[config.mk]
export PLATFORM = sky130hd
export DESIGN_NAME = operand_pool_sequencer
export DESIGN_NICKNAME = d
export VERILOG_FILES = /design/src/rtl/operand_pool_pkg.sv /design/src/rtl/pool_lfsr.sv /design/src/rtl/operand_pool_sequencer.sv
export SDC_FILE = /design/constraint.sdc
export NUM_CORES = 1
export LEC_CHECK = 0
export CORE_ASPECT_RATIO = 1.75
export CORE_UTILIZATION = 55
export CTS_CLUSTER_SIZE = 24
export DETAILED_ROUTE_END_ITERATION = 7
export GPL_TIMING_DRIVEN = 0
export PLACE_DENSITY = 0.74
export SYNTH_ARGS = -nofsm -noshare
export SYNTH_HDL_FRONTEND = slang
export SYNTH_HIERARCHICAL = 1
export SYNTH_SLANG_ARGS = --single-unit
[constraint.sdc]
create_clock -name clk -period 6.4 [get_ports clk]
set_input_delay 0.64 -clock clk [delete_from_list [all_inputs] [get_ports clk]]
set_output_delay 0.64 -clock clk [all_outputs]
set_load 0.005 [all_outputs]
[src/rtl/operand_pool_pkg.sv]
// Shared types and constants for the operand pool sequencer.
package operand_pool_pkg;

  typedef enum logic [1:0] {
    IDLE  = 2'd0,
    RUN   = 2'd1,
    DRAIN = 2'd2
  } state_e;

  // Galois feedback mask for x^8+x^6+x^5+x^4+1 (right-shifting form)
  localparam logic [7:0] LFSR_TAPS     = 8'hB8;
  localparam logic [7:0] LFSR_SEED_DEF = 8'hA5;

endpackage

[src/rtl/pool_lfsr.sv]
// 8-bit Galois LFSR with synchronous seed load and step enable.
module pool_lfsr
  import operand_pool_pkg::*;
#(
  parameter logic [7:0] SEED = LFSR_SEED_DEF
) (
  input  logic       clk,
  input  logic       rst,
  input  logic       load,
  input  logic       step,
  output logic [7:0] q
);

  always_ff @(posedge clk or posedge rst) begin
    if (rst)       q <= SEED;
    else if (load) q <= SEED;
    else if (step) q <= {1'b0, q[7:1]} ^ (q[0] ? LFSR_TAPS : 8'h00);
  end

endmodule

[src/rtl/operand_pool_sequencer.sv]
// Operand-pair scheduler: loads a pool, then issues (pool[i], pool[(i+1) mod count]).
// Random index selection is compiled in only with OPERAND_POOL_RANDOM_EN defined.
module operand_pool_sequencer
  import operand_pool_pkg::*;
#(
  parameter int         WIDTH     = 8,
  parameter int         DEPTH     = 16,
  parameter logic [7:0] LFSR_SEED = LFSR_SEED_DEF
) (
  input  logic                     clk,
  input  logic                     rst,
  input  logic                     wr_valid,
  input  logic [WIDTH-1:0]         wr_data,
  output logic                     wr_ready,
  input  logic                     clear,
  input  logic                     start,
  input  logic                     stop,
  input  logic                     mode,
  output logic                     out_valid,
  input  logic                     out_ready,
  output logic [WIDTH-1:0]         A,
  output logic [WIDTH-1:0]         B,
  output logic [$clog2(DEPTH):0]   count,
  output logic                     busy
);

  localparam int IW = $clog2(DEPTH);
  localparam int CW = IW + 1;

  logic [WIDTH-1:0] pool [DEPTH];
  state_e           state;
  logic [IW-1:0]    idx;
  logic [IW-1:0]    sel, sel_nxt;
  logic             sel_ok;
  logic             wr_fire, slot_free;

  assign wr_ready  = !clear && (count < CW'(DEPTH));
  assign wr_fire   = wr_valid && wr_ready;
  assign slot_free = !out_valid || out_ready;

  // Storage is intentionally not reset; count bounds every read.
  always_ff @(posedge clk) begin
    if (wr_fire) pool[count[IW-1:0]] <= wr_data;
  end

`ifdef OPERAND_POOL_RANDOM_EN
  logic [7:0] lfsr_q;
  logic       unused_lfsr;

  pool_lfsr #(.SEED(LFSR_SEED)) u_lfsr (
    .clk  (clk),
    .rst  (rst),
    .load (clear),
    .step (state == RUN && !clear),
    .q    (lfsr_q)
  );
  assign unused_lfsr = ^lfsr_q;

  always_comb begin
    sel    = mode ? lfsr_q[IW-1:0] : idx;
    sel_ok = (CW'(sel) < count);
  end
`else
  logic unused_cfg;
  assign unused_cfg = mode ^ (^LFSR_SEED);

  always_comb begin
    sel    = idx;
    sel_ok = 1'b1;
  end
`endif

  // Cyclic successor within the loaded range
  always_comb begin
    sel_nxt = sel + IW'(1);
    if (CW'(sel) + CW'(1) == count) sel_nxt = '0;
  end

  always_ff @(posedge clk or posedge rst) begin
    if (rst) begin
      state     <= IDLE;
      busy      <= 1'b0;
      count     <= '0;
      idx       <= '0;
      A         <= '0;
      B         <= '0;
      out_valid <= 1'b0;
    end else if (clear) begin
      state     <= IDLE;
      busy      <= 1'b0;
      count     <= '0;
      idx       <= '0;
      out_valid <= 1'b0;
    end else begin
      if (wr_fire) count <= count + CW'(1);
      case (state)
        IDLE: begin
          out_valid <= 1'b0;
          if (start && count != '0) begin
            state <= RUN;
            busy  <= 1'b1;
          end
        end
        RUN: begin
          if (stop) begin
            // a pair accepted this cycle leaves nothing pending for DRAIN
            state <= DRAIN;
            if (slot_free) out_valid <= 1'b0;
          end else if (slot_free) begin
            if (sel_ok) begin
              A         <= pool[sel];
              B         <= pool[sel_nxt];
              out_valid <= 1'b1;
              idx       <= sel_nxt;
            end else begin
              out_valid <= 1'b0;
            end
          end
        end
        DRAIN: begin
          if (slot_free) begin
            out_valid <= 1'b0;
            state     <= IDLE;
            busy      <= 1'b0;
          end
        end
        default: begin
          state     <= IDLE;
          busy      <= 1'b0;
          out_valid <= 1'b0;
        end
      endcase
    end
  end

endmodule

==> flow_summary.html, run 1 <==
<table>
<tr><th>Metric</th><th>Value</th></tr>
<tr><th colspan="2">Logic synthesis</th></tr>
<tr><td>Yosys warns</td><td>6</td></tr>
<tr><td>Count of flip-flops with a built-in enable after synthesis</td><td>128</td></tr>
<tr><td>Post-synth net total</td><td>about 560</td></tr>
<tr><td>Most repeated cell in the gate-level netlist after synthesis</td><td>edfxtp_1</td></tr>
<tr><td>Mean area per synthesized cell</td><td>between 10 and 15 sq um</td></tr>
<tr><td>Share of flip-flops with an asynchronous set or reset after synthesis</td><td>0.185</td></tr>
<tr><td>Part of the Yosys area used for sequential elements</td><td>0.592</td></tr>
<tr><td>Most frequently used flop master after synthesis</td><td>edfxtp_1</td></tr>
<tr><td>Total of flip-flops plus latches after synthesis</td><td>about 160</td></tr>
<tr><td>Proportion of netlist area held by the largest area contributor</td><td>0.498</td></tr>
<tr><td>Synth top area cells</td><td>edfxtp_1 (50%), mux4_2 (14%), dfrtp_1 (9.4%)</td></tr>
<tr><td>Total standard cell area after synthesis</td><td>roughly 0.0077 sq mm</td></tr>
<tr><td>Gate Count Post-Synth</td><td>about 540</td></tr>
<tr><td>Count of cell types in the netlist</td><td>55</td></tr>
<tr><td>Most frequent cells after synthesis</td><td>edfxtp_1 (128), mux4_2 (49), nand2_1 (47)</td></tr>
<tr><td>Dominant cell type by area after synthesis</td><td>edfxtp_1</td></tr>
<tr><th colspan="2">Clock network</th></tr>
<tr><td>Latest clock arrival within the worst-skew pair</td><td>430 ps</td></tr>
<tr><td>Setup repair bufs after CTS</td><td>0</td></tr>
<tr><td>Buffer cell driving the clock tree root</td><td>clkbuf_16</td></tr>
<tr><td>CTS tree</td><td>built</td></tr>
<tr><td>Buffer depth of the longest clock path</td><td>2</td></tr>
<tr><td>Number of clock buffers inserted by TritonCTS</td><td>17</td></tr>
<tr><td>Clk pin slew, worst setup/hold paths</td><td>60 ps</td></tr>
<tr><td>Post-CTS sizing</td><td>0</td></tr>
<tr><td>H-tree depth</td><td>4</td></tr>
<tr><td>Clock sink total</td><td>about 160</td></tr>
<tr><td>Hold bufs inserted after CTS</td><td>0</td></tr>
<tr><th colspan="2">Critical path</th></tr>
<tr><td>Slowest-stage cell, CP</td><td>or3b_2</td></tr>
<tr><td>CP Launch Type</td><td>flop</td></tr>
<tr><td>Slowest cell delay on critical path</td><td>between 400 and 500 ps</td></tr>
<tr><td>Crit path max-delay family</td><td>simple AND/OR/NAND/NOR gates</td></tr>
<tr><td>Required time of the worst setup path</td><td>roughly 6700 ps</td></tr>
<tr><td>Crit path capture type</td><td>flop</td></tr>
<tr><td>Cell-by-cell trace of the critical path</td><td>ha_1, or3b_2, o31ai_1, o211ai_1, buf_2, nor2_1, buf_2, nor2_1, o221ai_1, nand3_1</td></tr>
<tr><td>WP buf/inv</td><td>2</td></tr>
<tr><td>Critical-path maximum fanout</td><td>10</td></tr>
<tr><td>Endpoint arrival time on the critical path</td><td>~3500 ps</td></tr>
<tr><td>Worst setup path class</td><td>reg -&gt; reg</td></tr>
<tr><th colspan="2">Cells and area</th></tr>
<tr><td>Number of nets in the layout</td><td>slightly above 600</td></tr>
<tr><td>Fraction of final layout cells with drive strength greater than 1</td><td>0.178</td></tr>
<tr><td>FF/Latch Area</td><td>0.00457 sq mm</td></tr>
<tr><td>Final-layout fill cell count</td><td>946</td></tr>
<tr><td>Footprint of the multi-input gates</td><td>0.00293 sq mm</td></tr>
<tr><td>Layout area overhead</td><td>15.6%</td></tr>
<tr><th colspan="2">Power and ir drop</th></tr>
<tr><td>Internal cell power</td><td>approximately 2.1 mW</td></tr>
<tr><td>Clock network fraction of design power</td><td>0.340</td></tr>
<tr><td>Part of the total power dissipated in sequential elements</td><td>0.403</td></tr>
<tr><td>Power dissipated by switching net loads</td><td>between 800 and 900 uW</td></tr>
<tr><td>Static Leakage</td><td>2.97 nW</td></tr>
<tr><td>Switching Fraction</td><td>0.297</td></tr>
<tr><td>Power density cells</td><td>approximately 340 mW/mm^2</td></tr>
<tr><td>Peak VDD IR</td><td>about 0.25 mV</td></tr>
<tr><td>Combinational share of power</td><td>0.258</td></tr>
<tr><th colspan="2">STA</th></tr>
<tr><td>Final critical-path share of the clock period</td><td>0.508</td></tr>
<tr><td>Remaining max-slew budget at the tightest pin</td><td>0.132</td></tr>
<tr><td>RSZ-0062 raised after global routing</td><td>no</td></tr>
<tr><td>Hold Vio Cnt, Final</td><td>0</td></tr>
<tr><td>Transition at the pin with the smallest max-transition slack</td><td>roughly 1300 ps</td></tr>
<tr><td>Setup-failing EPs final</td><td>0</td></tr>
<tr><td>Pins Over Slew Limit</td><td>0</td></tr>
<tr><td>Max Clock Skew</td><td>between 9 and 10 ps</td></tr>
<tr><td>Min cycle time layout</td><td>between 3000 and 4000 ps</td></tr>
<tr><td>Sum of negative setup slack</td><td>0 ps</td></tr>
<tr><td>Final setup slack of the worst path</td><td>between 3000 and 4000 ps</td></tr>
<tr><td>Top achievable clock speed</td><td>308 MHz</td></tr>
<tr><th colspan="2">GRT</th></tr>
<tr><td>Routing usage on met1</td><td>0.361</td></tr>
<tr><td>Antenna violations before repair</td><td>0</td></tr>
<tr><td>Met3 Track Usage GR</td><td>0.0649</td></tr>
<tr><td>Global-route wire length before repair</td><td>roughly 33000 um</td></tr>
<tr><td>GRT Total Usage</td><td>0.326</td></tr>
<tr><td>Fraction of met2 tracks used by global routing</td><td>0.557</td></tr>
<tr><td>Vias in the first global route</td><td>between 5000 and 6000</td></tr>
<tr><td>Busiest grt layer</td><td>met2</td></tr>
<tr><td>Largest net degree at the start of global routing</td><td>30</td></tr>
<tr><td>Leftover overflow at the end of global routing</td><td>0</td></tr>
<tr><th colspan="2">Die</th></tr>
<tr><td>Die boundary height</td><td>159 um</td></tr>
<tr><td>Initial core utilization</td><td>0.570</td></tr>
<tr><td>Ports</td><td>40</td></tr>
<tr><td>Total die area</td><td>approximately 0.015 sq mm</td></tr>
<tr><td>Number of standard-cell rows in the floorplan</td><td>56</td></tr>
<tr><td>Core area</td><td>0.0135 sq mm</td></tr>
<tr><td>Die width</td><td>approximately 90 um</td></tr>
<tr><th colspan="2">Route</th></tr>
<tr><td>Drt first pass iters</td><td>6</td></tr>
<tr><td>Vias post-DR</td><td>approximately 5300</td></tr>
<tr><td>Wirelength, routed</td><td>~22000 um</td></tr>
<tr><td>Post-route antenna net violation count</td><td>0</td></tr>
<tr><td>Violation count after the first detailed-route iteration</td><td>~530</td></tr>
<tr><td>Post-DR wirelength/cell</td><td>between 20 and 30 um</td></tr>
<tr><td>Ratio of routed vias to standard cells</td><td>6.80</td></tr>
<tr><td>DRC</td><td>0</td></tr>
<tr><th colspan="2">Job</th></tr>
<tr><td>Max cap viols</td><td>0</td></tr>
<tr><th colspan="2">Run status</th></tr>
<tr><td>Result of the run</td><td>complete, no violations</td></tr>
<tr><th colspan="2">Placed design</th></tr>
<tr><td>Worst setup slack before clock tree synthesis</td><td>2870 ps</td></tr>
<tr><td>Final weighted congestion in routability-driven placement</td><td>1.04</td></tr>
<tr><td>Number of port buffers</td><td>37</td></tr>
<tr><td>Hpwl dp</td><td>around 16000 um</td></tr>
<tr><th colspan="2">Hold path</th></tr>
<tr><td>Hold WC Path Type</td><td>reg -&gt; reg</td></tr>
</table>
routing by layer:
layer / wire (um) / vias up
li1: - / 2222
met1: 7300 / 2641
met2: 11300 / 364
met4: 1910 / 0
met5: 0 / -
met3: 1640 / 101
metrics by stage:
| step | cell area (sq um) | cells | utilization | power [mW] | hold slack, ps |
|---|---|---|---|---|---|
| 3_3_place_gp | 8300 | 750 | 0.614 | 1.98 | 462 |
| 2_1_floorplan | 7710 | 539 | - | 1.67 | 470 |
| 3_5_place_dp | 8300 | 750 | 0.614 | 2.00 | 463 |
| 5_1_grt | 8920 | 782 | 0.659 | 3.11 | 503 |
| 6_report | 8920 | 783 | 0.660 | 3.02 | 476 |
| 4_1_cts | 8900 | 781 | 0.658 | 3.00 | 479 |
flip-flops by register name, indices dropped and copies added (netlist names):
| register | count |
|---|---|
| pool | 128 |
| A | 8 |
| B | 8 |
| count | 5 |
| idx | 4 |
| state | 2 |
| busy | 1 |
| out_valid | 1 |
worst paths after layout:
check                                   startpoint  slack [ps]  cells past startpoint               end
min in group asynchronous                      rst         830                      2  A[5]$_DFFE_PP0P_
worst min-delay path              A[7]$_DFFE_PP0P_         480                      2  A[7]$_DFFE_PP0P_
max in group asynchronous                      rst        4840                      2  B[4]$_DFFE_PP0P_
worst max-delay path            idx[0]$_DFFE_PP0P_        3150                     10  B[0]$_DFFE_PP0P_
worst min register to register    A[7]$_DFFE_PP0P_         480                      2  A[7]$_DFFE_PP0P_
worst max register to register  idx[0]$_DFFE_PP0P_        3150                     10  B[0]$_DFFE_PP0P_
power groups by stage:
stage | Sequential (mW) | Combinational [mW] | Clock (mW)
4_1_cts | 1.22 | 0.763 | 1.02
6_report | 1.22 | 0.779 | 1.03
5_1_grt | 1.23 | 0.826 | 1.06
3_3_place_gp | 1.23 | 0.746 | 0
2_1_floorplan | 1.23 | 0.434 | 0
3_5_place_dp | 1.24 | 0.759 | 0
kinds of logic (layout without fill, tap and decap cells):
kind of cell,Yosys count,after routing,share of synthesized area
xor gates and xnor gates,11,11,0.0154
other,0,1,0
DFF,157,157,0.592
muxes,74,74,0.177
and+or+nand+nor,132,132,0.0784
buffers and inverters,48,117,0.0284
AOI/OAI and AO/OA,107,107,0.0926
adders and majority gates,10,10,0.0159
cell type report:
| class | count | share of cell area |
|---|---|---|
| sequential | 157 | 0.512 |
| clock inverter | 12 | 0.0185 |
| antenna | 1 | 0.000281 |
| inverter | 12 | 0.00505 |
| clock buffer | 19 | 0.0485 |
| tap | 174 | 0.0244 |
| timing repair buffer | 38 | 0.0424 |
| multi-input combinational | 334 | 0.329 |
| buffer | 36 | 0.0195 |
layout by cell type (no fill, tap or decap), types with 6 or more instances in the layout:
cell type,Yosys,layout
nor2b_1,8,8
nand2_1,47,47
o21ai_0,25,25
clkbuf_1,16,18
nor3_1,8,6
a21oi_1,19,19
edfxtp_1,128,128
a22oi_1,6,6
nor2_1,44,44
buf_2,10,10
ha_1,9,9
o221ai_1,6,6
o22ai_1,9,9
mux2i_1,20,20
mux4_2,49,49
buf_1,6,6
dfrtp_1,29,29
clkdlybuf4s50_1,0,37
inv_1,12,12
clkbuf_16,0,17
o211ai_1,8,8
a31oi_1,6,6
nand3_1,6,6
worst min-delay path, delay by kind of cell, from the launching register on:
kind             cells  cell delay (ps)
and+or+nand+nor      2              100
DFF                  1              340
No activity file was read; power rests on OpenSTA's default activity.
==> run 2, diff against run 1 <==
--- a/config.mk
+++ b/config.mk
@@ -6,11 +6,11 @@
 export NUM_CORES = 1
 export LEC_CHECK = 0
 export CORE_ASPECT_RATIO = 1.75
-export CORE_UTILIZATION = 55
+export CORE_UTILIZATION = 54
 export CTS_CLUSTER_SIZE = 24
 export DETAILED_ROUTE_END_ITERATION = 7
 export GPL_TIMING_DRIVEN = 0
-export PLACE_DENSITY = 0.74
+export PLACE_DENSITY = 0.76
 export SYNTH_ARGS = -nofsm -noshare
 export SYNTH_HDL_FRONTEND = slang
 export SYNTH_HIERARCHICAL = 1
==> constraint.sdc (replaced) <==
create_clock -name clk -period 2.7 [get_ports clk]
set_input_delay 0.27 -clock clk [delete_from_list [all_inputs] [get_ports clk]]
set_output_delay 0.27 -clock clk [all_outputs]
set_load 0.005 [all_outputs]
==> run 2 against run 1 <==
The run now ends with setup timing left. Combinational power rose by 150%. Final area is 3.0% higher. Die area rose by 1.8%. Maximum frequency up 17%. Sequential cell count unchanged. Clock power up 140%. Critical path type unchanged. Critical endpoint is now B[7]$_DFFE_PP0P_. Largest power group unchanged.
==> flow_summary.html, run 2 (synthesized netlist as in run 1, its figures left out) <==
<table>
<tr><th>Metric</th><th>Value</th></tr>
<tr><th colspan="2">Run status</th></tr>
<tr><td>Result of the run</td><td>finished with violations</td></tr>
<tr><td>Violated checks</td><td>setup timing</td></tr>
<tr><th colspan="2">Cells and area</th></tr>
<tr><td>Final core occ</td><td>0.661</td></tr>
<tr><td>Number of nets in the layout</td><td>633</td></tr>
<tr><td>Number of antenna diodes</td><td>0</td></tr>
<tr><td>Number of flip-flops under the largest register name</td><td>~130</td></tr>
<tr><td>Most common library cell in the layout ignoring fill and taps</td><td>edfxtp_1</td></tr>
<tr><td>Most frequent cells in the layout</td><td>edfxtp_1 (128), mux4_2 (49), nand2_1 (47)</td></tr>
<tr><td>Final Non-Filler Cells</td><td>about 800</td></tr>
<tr><td>Layout area overhead</td><td>19.1%</td></tr>
<tr><td>Fraction of final layout cells with drive strength greater than 1</td><td>0.242</td></tr>
<tr><th colspan="2">GRT</th></tr>
<tr><td>Leftover overflow at the end of global routing</td><td>0</td></tr>
<tr><td>Busiest grt layer</td><td>met2</td></tr>
<tr><td>Met3 Track Usage GR</td><td>0.0633</td></tr>
<tr><td>Routing usage on met1</td><td>0.379</td></tr>
<tr><td>GRT Total Usage</td><td>0.338</td></tr>
<tr><td>Antenna violations before repair</td><td>0</td></tr>
<tr><td>Fraction of met2 tracks used by global routing</td><td>0.557</td></tr>
<tr><td>Vias in the first global route</td><td>~5600</td></tr>
<tr><td>Global-route wire length before repair</td><td>about 35000 um</td></tr>
<tr><td>Largest net degree at the start of global routing</td><td>30</td></tr>
<tr><th colspan="2">Placed design</th></tr>
<tr><td>Final weighted congestion in routability-driven placement</td><td>0.976</td></tr>
<tr><td>Post-placement cell count</td><td>roughly 750</td></tr>
<tr><td>Worst setup slack before clock tree synthesis</td><td>-522 ps</td></tr>
<tr><td>Number of port buffers</td><td>37</td></tr>
<tr><td>Hpwl dp</td><td>around 16000 um</td></tr>
<tr><th colspan="2">Hold path</th></tr>
<tr><td>Hold WC Path Type</td><td>in -&gt; reg</td></tr>
<tr><td>Worst hold stages</td><td>2</td></tr>
<tr><th colspan="2">Route</th></tr>
<tr><td>Violation count after the first detailed-route iteration</td><td>between 600 and 700</td></tr>
<tr><td>Wirelength, routed</td><td>23800 um</td></tr>
<tr><td>Post-DR wirelength/cell</td><td>roughly 30 um</td></tr>
<tr><td>Vias post-DR</td><td>~5500</td></tr>
<tr><td>Ratio of routed vias to standard cells</td><td>just under 7</td></tr>
<tr><td>DRC</td><td>0</td></tr>
<tr><td>Post-route antenna net violation count</td><td>0</td></tr>
<tr><td>Drt first pass iters</td><td>5</td></tr>
<tr><th colspan="2">Clock network</th></tr>
<tr><td>Buffer depth of the longest clock path</td><td>2</td></tr>
<tr><td>Buffer cell driving the clock tree root</td><td>clkbuf_16</td></tr>
<tr><td>Clk pin slew, worst setup/hold paths</td><td>around 70 ps</td></tr>
<tr><td>CTS tree</td><td>built</td></tr>
<tr><td>Clock sink total</td><td>~160</td></tr>
<tr><td>H-tree depth</td><td>4</td></tr>
<tr><td>Number of clock buffers inserted by TritonCTS</td><td>17</td></tr>
<tr><td>Latest clock arrival within the worst-skew pair</td><td>430 ps</td></tr>
<tr><th colspan="2">STA</th></tr>
<tr><td>Remaining max-slew budget at the tightest pin</td><td>0.187</td></tr>
<tr><td>Top achievable clock speed</td><td>361 MHz</td></tr>
<tr><td>Setup-failing EPs final</td><td>5</td></tr>
<tr><td>Min cycle time layout</td><td>roughly 2800 ps</td></tr>
<tr><td>Sum of negative setup slack</td><td>-212 ps</td></tr>
<tr><td>Final setup slack of the worst path</td><td>-67.0 ps</td></tr>
<tr><td>Transition at the pin with the smallest max-transition slack</td><td>1220 ps</td></tr>
<tr><td>RSZ-0062 raised after global routing</td><td>yes</td></tr>
<tr><td>Final critical-path share of the clock period</td><td>1.02</td></tr>
<tr><td>Hold Vio Cnt, Final</td><td>0</td></tr>
<tr><td>Pins Over Slew Limit</td><td>0</td></tr>
<tr><td>Max Clock Skew</td><td>around 6.2 ps</td></tr>
<tr><th colspan="2">Die</th></tr>
<tr><td>Initial core utilization</td><td>0.555</td></tr>
<tr><td>Number of standard-cell rows in the floorplan</td><td>57</td></tr>
<tr><td>Die width</td><td>92.3 um</td></tr>
<tr><td>Total die area</td><td>~0.015 sq mm</td></tr>
<tr><td>Core area</td><td>~0.014 sq mm</td></tr>
<tr><td>Ports</td><td>40</td></tr>
<tr><td>Die boundary height</td><td>160 um</td></tr>
<tr><th colspan="2">Power and ir drop</th></tr>
<tr><td>Part of the total power dissipated in sequential elements</td><td>0.394</td></tr>
<tr><td>Power dissipated by switching net loads</td><td>2.22 mW</td></tr>
<tr><td>Static Leakage</td><td>3.11 nW</td></tr>
<tr><td>Clock network fraction of design power</td><td>0.342</td></tr>
<tr><td>Internal cell power</td><td>about 5.1 mW</td></tr>
<tr><td>Combinational share of power</td><td>0.264</td></tr>
<tr><td>Power density cells</td><td>about 800 mW/mm^2</td></tr>
<tr><td>Switching Fraction</td><td>0.302</td></tr>
<tr><td>Peak VDD IR</td><td>a little under 0.5 mV</td></tr>
<tr><th colspan="2">Critical path</th></tr>
<tr><td>Worst setup path class</td><td>reg -&gt; reg</td></tr>
<tr><td>Worst Reg2Reg Path Length in Cells</td><td>6</td></tr>
<tr><td>CP Launch Type</td><td>flop</td></tr>
<tr><td>Endpoint arrival time on the critical path</td><td>about 3000 ps</td></tr>
<tr><td>Crit path capture type</td><td>flop</td></tr>
<tr><td>Critical-path maximum fanout</td><td>10</td></tr>
<tr><td>Required time of the worst setup path</td><td>2990 ps</td></tr>
<tr><th colspan="2">Job</th></tr>
<tr><td>Max cap viols</td><td>0</td></tr>
</table>
[run 2: cell count changes in the layout (fill, tap and decap cells not counted), sizes merged]
cell,before,now
clkdlybuf4s15,0,1
bufinv,3,0
clkinv,5,0
clkinvlp,3,1
clkbuf,36,41
inv,13,20
buf,20,30
diode,1,0
[run 2: final timing paths]
kind                                     from                    to  slack [ps]
setup / recovery           idx[2]$_DFFE_PP0P_      B[7]$_DFFE_PP0P_         -70
setup reg to reg           idx[2]$_DFFE_PP0P_      B[7]$_DFFE_PP0P_         -70
hold / removal                          clear  count[4]$_DFFE_PP0P_         310
hold reg to reg              A[4]$_DFFE_PP0P_      A[4]$_DFFE_PP0P_         480
min in group asynchronous                 rst      B[6]$_DFFE_PP0P_         470
max in group asynchronous                 rst      B[5]$_DFFE_PP0P_        1500
[run 2: metrics by stage]
step,power [mW],hold slack (ps),cell area [sq um]
5_1_grt,7.53,337,9190
6_report,7.33,307,9190
3_5_place_dp,4.71,463,8310
2_1_floorplan,3.95,348,7710
4_1_cts,7.22,282,9050
3_3_place_gp,4.66,463,8300
[run 2: layout make-up]
class / instances / area, sq um
multi-input combinational: 334 / 3050
tap: 177 / 221
sequential: 157 / 4570
timing repair buffer: 51 / 477
clock buffer: 23 / 543
buffer: 35 / 203
inverter: 12 / 45.0
fill: 1000 / 4720
clock inverter: 9 / 80.1
[run 2: critical path: stages, from the launching register on]
cell and delay [ps]:
dfrtp_1 580, clkbuf_4 390, xor2_2 420, buf_2 420, mux4_2 350, o21ai_0 320, o221ai_1 150
[run 2: layer usage]
layer,wire [um],share of wire,vias up
met5,0,0,-
met4,2100,0.088,0
met3,2030,0.085,119
met2,12100,0.51,431
met1,7510,0.32,2681
li1,-,-,2238
[run 2: what timing repair did]
item,4_1_cts,5_1_grt
pin swaps,6,8
gates resized for setup,23,33
hold buffers,0,0
setup buffers,4,8
cloned,0,1
setup endpoints to repair,40,33
[run 2: power groups by stage]
stage | registers (mW) | clock network (mW) | logic [mW]
final | 2.89 | 2.51 | 1.93
after CTS | 2.89 | 2.50 | 1.82
after global routing | 2.90 | 2.59 | 2.03
after detailed placement | 2.94 | 0 | 1.77
after floorplan | 2.92 | 0 | 1.03
after global placement | 2.93 | 0 | 1.73
==> run 3, diff against run 2 <==
--- a/config.mk
+++ b/config.mk
@@ -10,6 +10,7 @@
 export CTS_CLUSTER_SIZE = 24
 export DETAILED_ROUTE_END_ITERATION = 7
 export GPL_TIMING_DRIVEN = 0
+export MAX_ROUTING_LAYER = met4
 export PLACE_DENSITY = 0.76
 export SYNTH_ARGS = -nofsm -noshare
 export SYNTH_HDL_FRONTEND = slang
==> run 3 against run 2 <==
The run still ends with setup timing left. Final cell count shrank 1.1%. Clock power shrank 6%. First-iteration DRC count shrank 10%. Sequential cell count is the same. Sequential share of layout area grew 0.83 points. Critical path type unchanged.
==> flow_summary.html, run 3 (synthesized netlist as in run 1, its figures left out) <==
<table>
<tr><th>Metric</th><th>Value</th></tr>
<tr><th colspan="2">Critical path</th></tr>
<tr><td>Endpoint of the worst-slack reg-to-reg timing path</td><td>B[6]$_DFFE_PP0P_</td></tr>
<tr><td>Crit path capture type</td><td>flop</td></tr>
<tr><td>Critical path endpoint</td><td>B[6]$_DFFE_PP0P_</td></tr>
<tr><td>Timing startpoint of the critical path</td><td>idx[0]$_DFFE_PP0P_</td></tr>
<tr><td>Worst Reg2Reg Path Length in Cells</td><td>9</td></tr>
<tr><td>Endpoint arrival time on the critical path</td><td>3060 ps</td></tr>
<tr><td>CP Launch Type</td><td>flop</td></tr>
<tr><td>Critical-path maximum fanout</td><td>10</td></tr>
<tr><td>Launching point of the worst reg2reg path</td><td>idx[0]$_DFFE_PP0P_</td></tr>
<tr><td>Worst setup path class</td><td>reg -&gt; reg</td></tr>
<tr><td>Register-to-register path setup slack</td><td>-70 ps</td></tr>
<tr><td>Required time of the worst setup path</td><td>about 3000 ps</td></tr>
<tr><th colspan="2">Clock network</th></tr>
<tr><td>Number of clock buffers inserted by TritonCTS</td><td>17</td></tr>
<tr><td>Latest clock arrival within the worst-skew pair</td><td>430 ps</td></tr>
<tr><td>CTS tree</td><td>built</td></tr>
<tr><td>H-tree depth</td><td>4</td></tr>
<tr><td>Buffer depth of the longest clock path</td><td>2</td></tr>
<tr><td>Clk pin slew, worst setup/hold paths</td><td>approximately 70 ps</td></tr>
<tr><td>Buffer cell driving the clock tree root</td><td>clkbuf_16</td></tr>
<tr><td>Hold bufs inserted after CTS</td><td>0</td></tr>
<tr><td>Clock sink total</td><td>around 160</td></tr>
<tr><th colspan="2">Cells and area</th></tr>
<tr><td>Most common library cell in the layout ignoring fill and taps</td><td>edfxtp_1</td></tr>
<tr><td>Final-layout fill cell count</td><td>between 1000 and 1500</td></tr>
<tr><td>Layout area overhead</td><td>17.1%</td></tr>
<tr><td>Number of flip-flops under the largest register name</td><td>128</td></tr>
<tr><td>Most frequent cells in the layout</td><td>edfxtp_1 (128), mux4_2 (49), nand2_1 (47)</td></tr>
<tr><td>Fraction of final layout cells with drive strength greater than 1</td><td>0.227</td></tr>
<tr><td>Number of antenna diodes</td><td>0</td></tr>
<tr><td>Final Non-Filler Cells</td><td>around 800</td></tr>
<tr><td>Number of nets in the layout</td><td>624</td></tr>
<tr><th colspan="2">Die</th></tr>
<tr><td>Total die area</td><td>0.0148 sq mm</td></tr>
<tr><td>Core area</td><td>approximately 0.014 sq mm</td></tr>
<tr><td>Die width</td><td>around 92 um</td></tr>
<tr><td>Ports</td><td>40</td></tr>
<tr><td>Initial core utilization</td><td>0.555</td></tr>
<tr><td>Die boundary height</td><td>160 um</td></tr>
<tr><td>Number of standard-cell rows in the floorplan</td><td>57</td></tr>
<tr><th colspan="2">Placed design</th></tr>
<tr><td>Number of port buffers</td><td>37</td></tr>
<tr><td>Worst setup slack before clock tree synthesis</td><td>-432 ps</td></tr>
<tr><td>Post-placement cell count</td><td>around 750</td></tr>
<tr><td>Hpwl dp</td><td>~16000 um</td></tr>
<tr><td>Final weighted congestion in routability-driven placement</td><td>between 0.9 and 1</td></tr>
<tr><th colspan="2">Run status</th></tr>
<tr><td>Result of the run</td><td>finished with violations</td></tr>
<tr><td>Violated checks</td><td>setup timing</td></tr>
<tr><th colspan="2">STA</th></tr>
<tr><td>Final setup slack of the worst path</td><td>-70.2 ps</td></tr>
<tr><td>Fin Hold WS</td><td>just under 300 ps</td></tr>
<tr><td>Final critical-path share of the clock period</td><td>1.03</td></tr>
<tr><td>Sum of negative setup slack</td><td>-199 ps</td></tr>
<tr><td>Max Clock Skew</td><td>~11 ps</td></tr>
<tr><td>Pins Over Slew Limit</td><td>0</td></tr>
<tr><td>Hold Vio Cnt, Final</td><td>0</td></tr>
<tr><td>Remaining max-slew budget at the tightest pin</td><td>0.181</td></tr>
<tr><td>Top achievable clock speed</td><td>approximately 360 MHz</td></tr>
<tr><td>Min cycle time layout</td><td>around 2800 ps</td></tr>
<tr><td>Transition at the pin with the smallest max-transition slack</td><td>around 1200 ps</td></tr>
<tr><td>Setup-failing EPs final</td><td>6</td></tr>
<tr><td>RSZ-0062 raised after global routing</td><td>yes</td></tr>
<tr><th colspan="2">GRT</th></tr>
<tr><td>Busiest grt layer</td><td>met2</td></tr>
<tr><td>Routing usage on met1</td><td>0.381</td></tr>
<tr><td>GRT Total Usage</td><td>0.345</td></tr>
<tr><td>Largest net degree at the start of global routing</td><td>30</td></tr>
<tr><td>Met3 Track Usage GR</td><td>0.0643</td></tr>
<tr><td>Vias in the first global route</td><td>between 5000 and 6000</td></tr>
<tr><td>Leftover overflow at the end of global routing</td><td>0</td></tr>
<tr><td>Global-route wire length before repair</td><td>roughly 35000 um</td></tr>
<tr><td>Antenna violations before repair</td><td>0</td></tr>
<tr><td>Fraction of met2 tracks used by global routing</td><td>0.545</td></tr>
<tr><th colspan="2">Route</th></tr>
<tr><td>Post-DR wirelength/cell</td><td>slightly below 30 um</td></tr>
<tr><td>Post-route antenna net violation count</td><td>0</td></tr>
<tr><td>DRC</td><td>0</td></tr>
<tr><td>Violation count after the first detailed-route iteration</td><td>between 600 and 700</td></tr>
<tr><td>Ratio of routed vias to standard cells</td><td>between 6 and 7</td></tr>
<tr><td>Drt first pass iters</td><td>6</td></tr>
<tr><td>Vias post-DR</td><td>approximately 5400</td></tr>
<tr><td>Wirelength, routed</td><td>23200 um</td></tr>
<tr><th colspan="2">Power and ir drop</th></tr>
<tr><td>Power density cells</td><td>around 800 mW/mm^2</td></tr>
<tr><td>Peak VDD IR</td><td>between 0.5 and 0.6 mV</td></tr>
<tr><td>Static Leakage</td><td>around 3.1 nW</td></tr>
<tr><th colspan="2">Job</th></tr>
<tr><td>Max cap viols</td><td>0</td></tr>
<tr><th colspan="2">Hold path</th></tr>
<tr><td>Hold WC Path Type</td><td>in -&gt; reg</td></tr>
</table>
[run 3: cell types whose count changed in the layout (fill, tap and decap cells not counted), moves of 2 or more]
cell	change
clkinv_4	+4
clkbuf_4	-2
buf_2	+2
buf_4	-9
clkbuf_16	-2
[run 3: what timing repair did]
item,CTS,global route
setup endpoints to repair,40,56
pin swaps,8,6
setup buffers,3,1
gates resized for setup,31,16
[run 3: worst min path at each step]
stage / start / endpoint / slack, ps / cells after the start
final: clear / state[1]$_DFFE_PP0P_ / 290 / 2
after global routing: clear / count[4]$_DFFE_PP0P_ / 340 / 2
after CTS: clear / state[1]$_DFFE_PP0P_ / 280 / 2
after detailed placement: A[2]$_DFFE_PP0P_ / A[2]$_DFFE_PP0P_ / 460 / 2
after global placement: A[0]$_DFFE_PP0P_ / A[0]$_DFFE_PP0P_ / 460 / 2
after floorplan: rst / A[0]$_DFFE_PP0P_ / 350 / 1
[run 3: cell type report]
class | instances | area (sq um) | area share
Multi-Input combinational cell | 334 | 3010 | 0.333
Timing Repair Buffer | 41 | 400 | 0.0443
Clock inverter | 11 | 96.3 | 0.0107
Buffer | 36 | 206 | 0.0229
Clock buffer | 21 | 483 | 0.0535
Tap cell | 177 | 221 | 0.0245
Sequential cell | 157 | 4570 | 0.506
Inverter | 12 | 45.0 | 0.00499
[run 3: metrics by stage]
step | util | power (mW) | area (sq um)
after floorplan | - | 3.95 | 7710
after global placement | 0.597 | 4.67 | 8300
after detailed placement | 0.597 | 4.72 | 8310
after CTS | 0.648 | 7.08 | 9010
after global routing | 0.650 | 7.33 | 9030
final | 0.650 | 7.12 | 9030
[run 3: worst max-delay path, cell delays in order (launching register included)]
cell	delay, ps
dfrtp_1	410
ha_4	200
or3b_2	480
o31ai_2	110
o211ai_1	150
buf_4	200
o21ai_4	290
o22ai_1	160
o211ai_1	460
nand3_1	150
[run 3: metal layers]
layer | vias up | share of wire
li1 | 2226 | -
met3 | 107 | 0.073
met5 | - | 0
met2 | 358 | 0.51
met1 | 2723 | 0.33
met4 | 0 | 0.091
[run 3: power by group]
| group | switching [mW] | total, mW | internal, mW |
|---|---|---|---|
| sequential | 0.109 | 2.89 | 2.78 |
| combinational | 1.04 | 1.88 | 0.838 |
| clock | 1.04 | 2.35 | 1.31 |
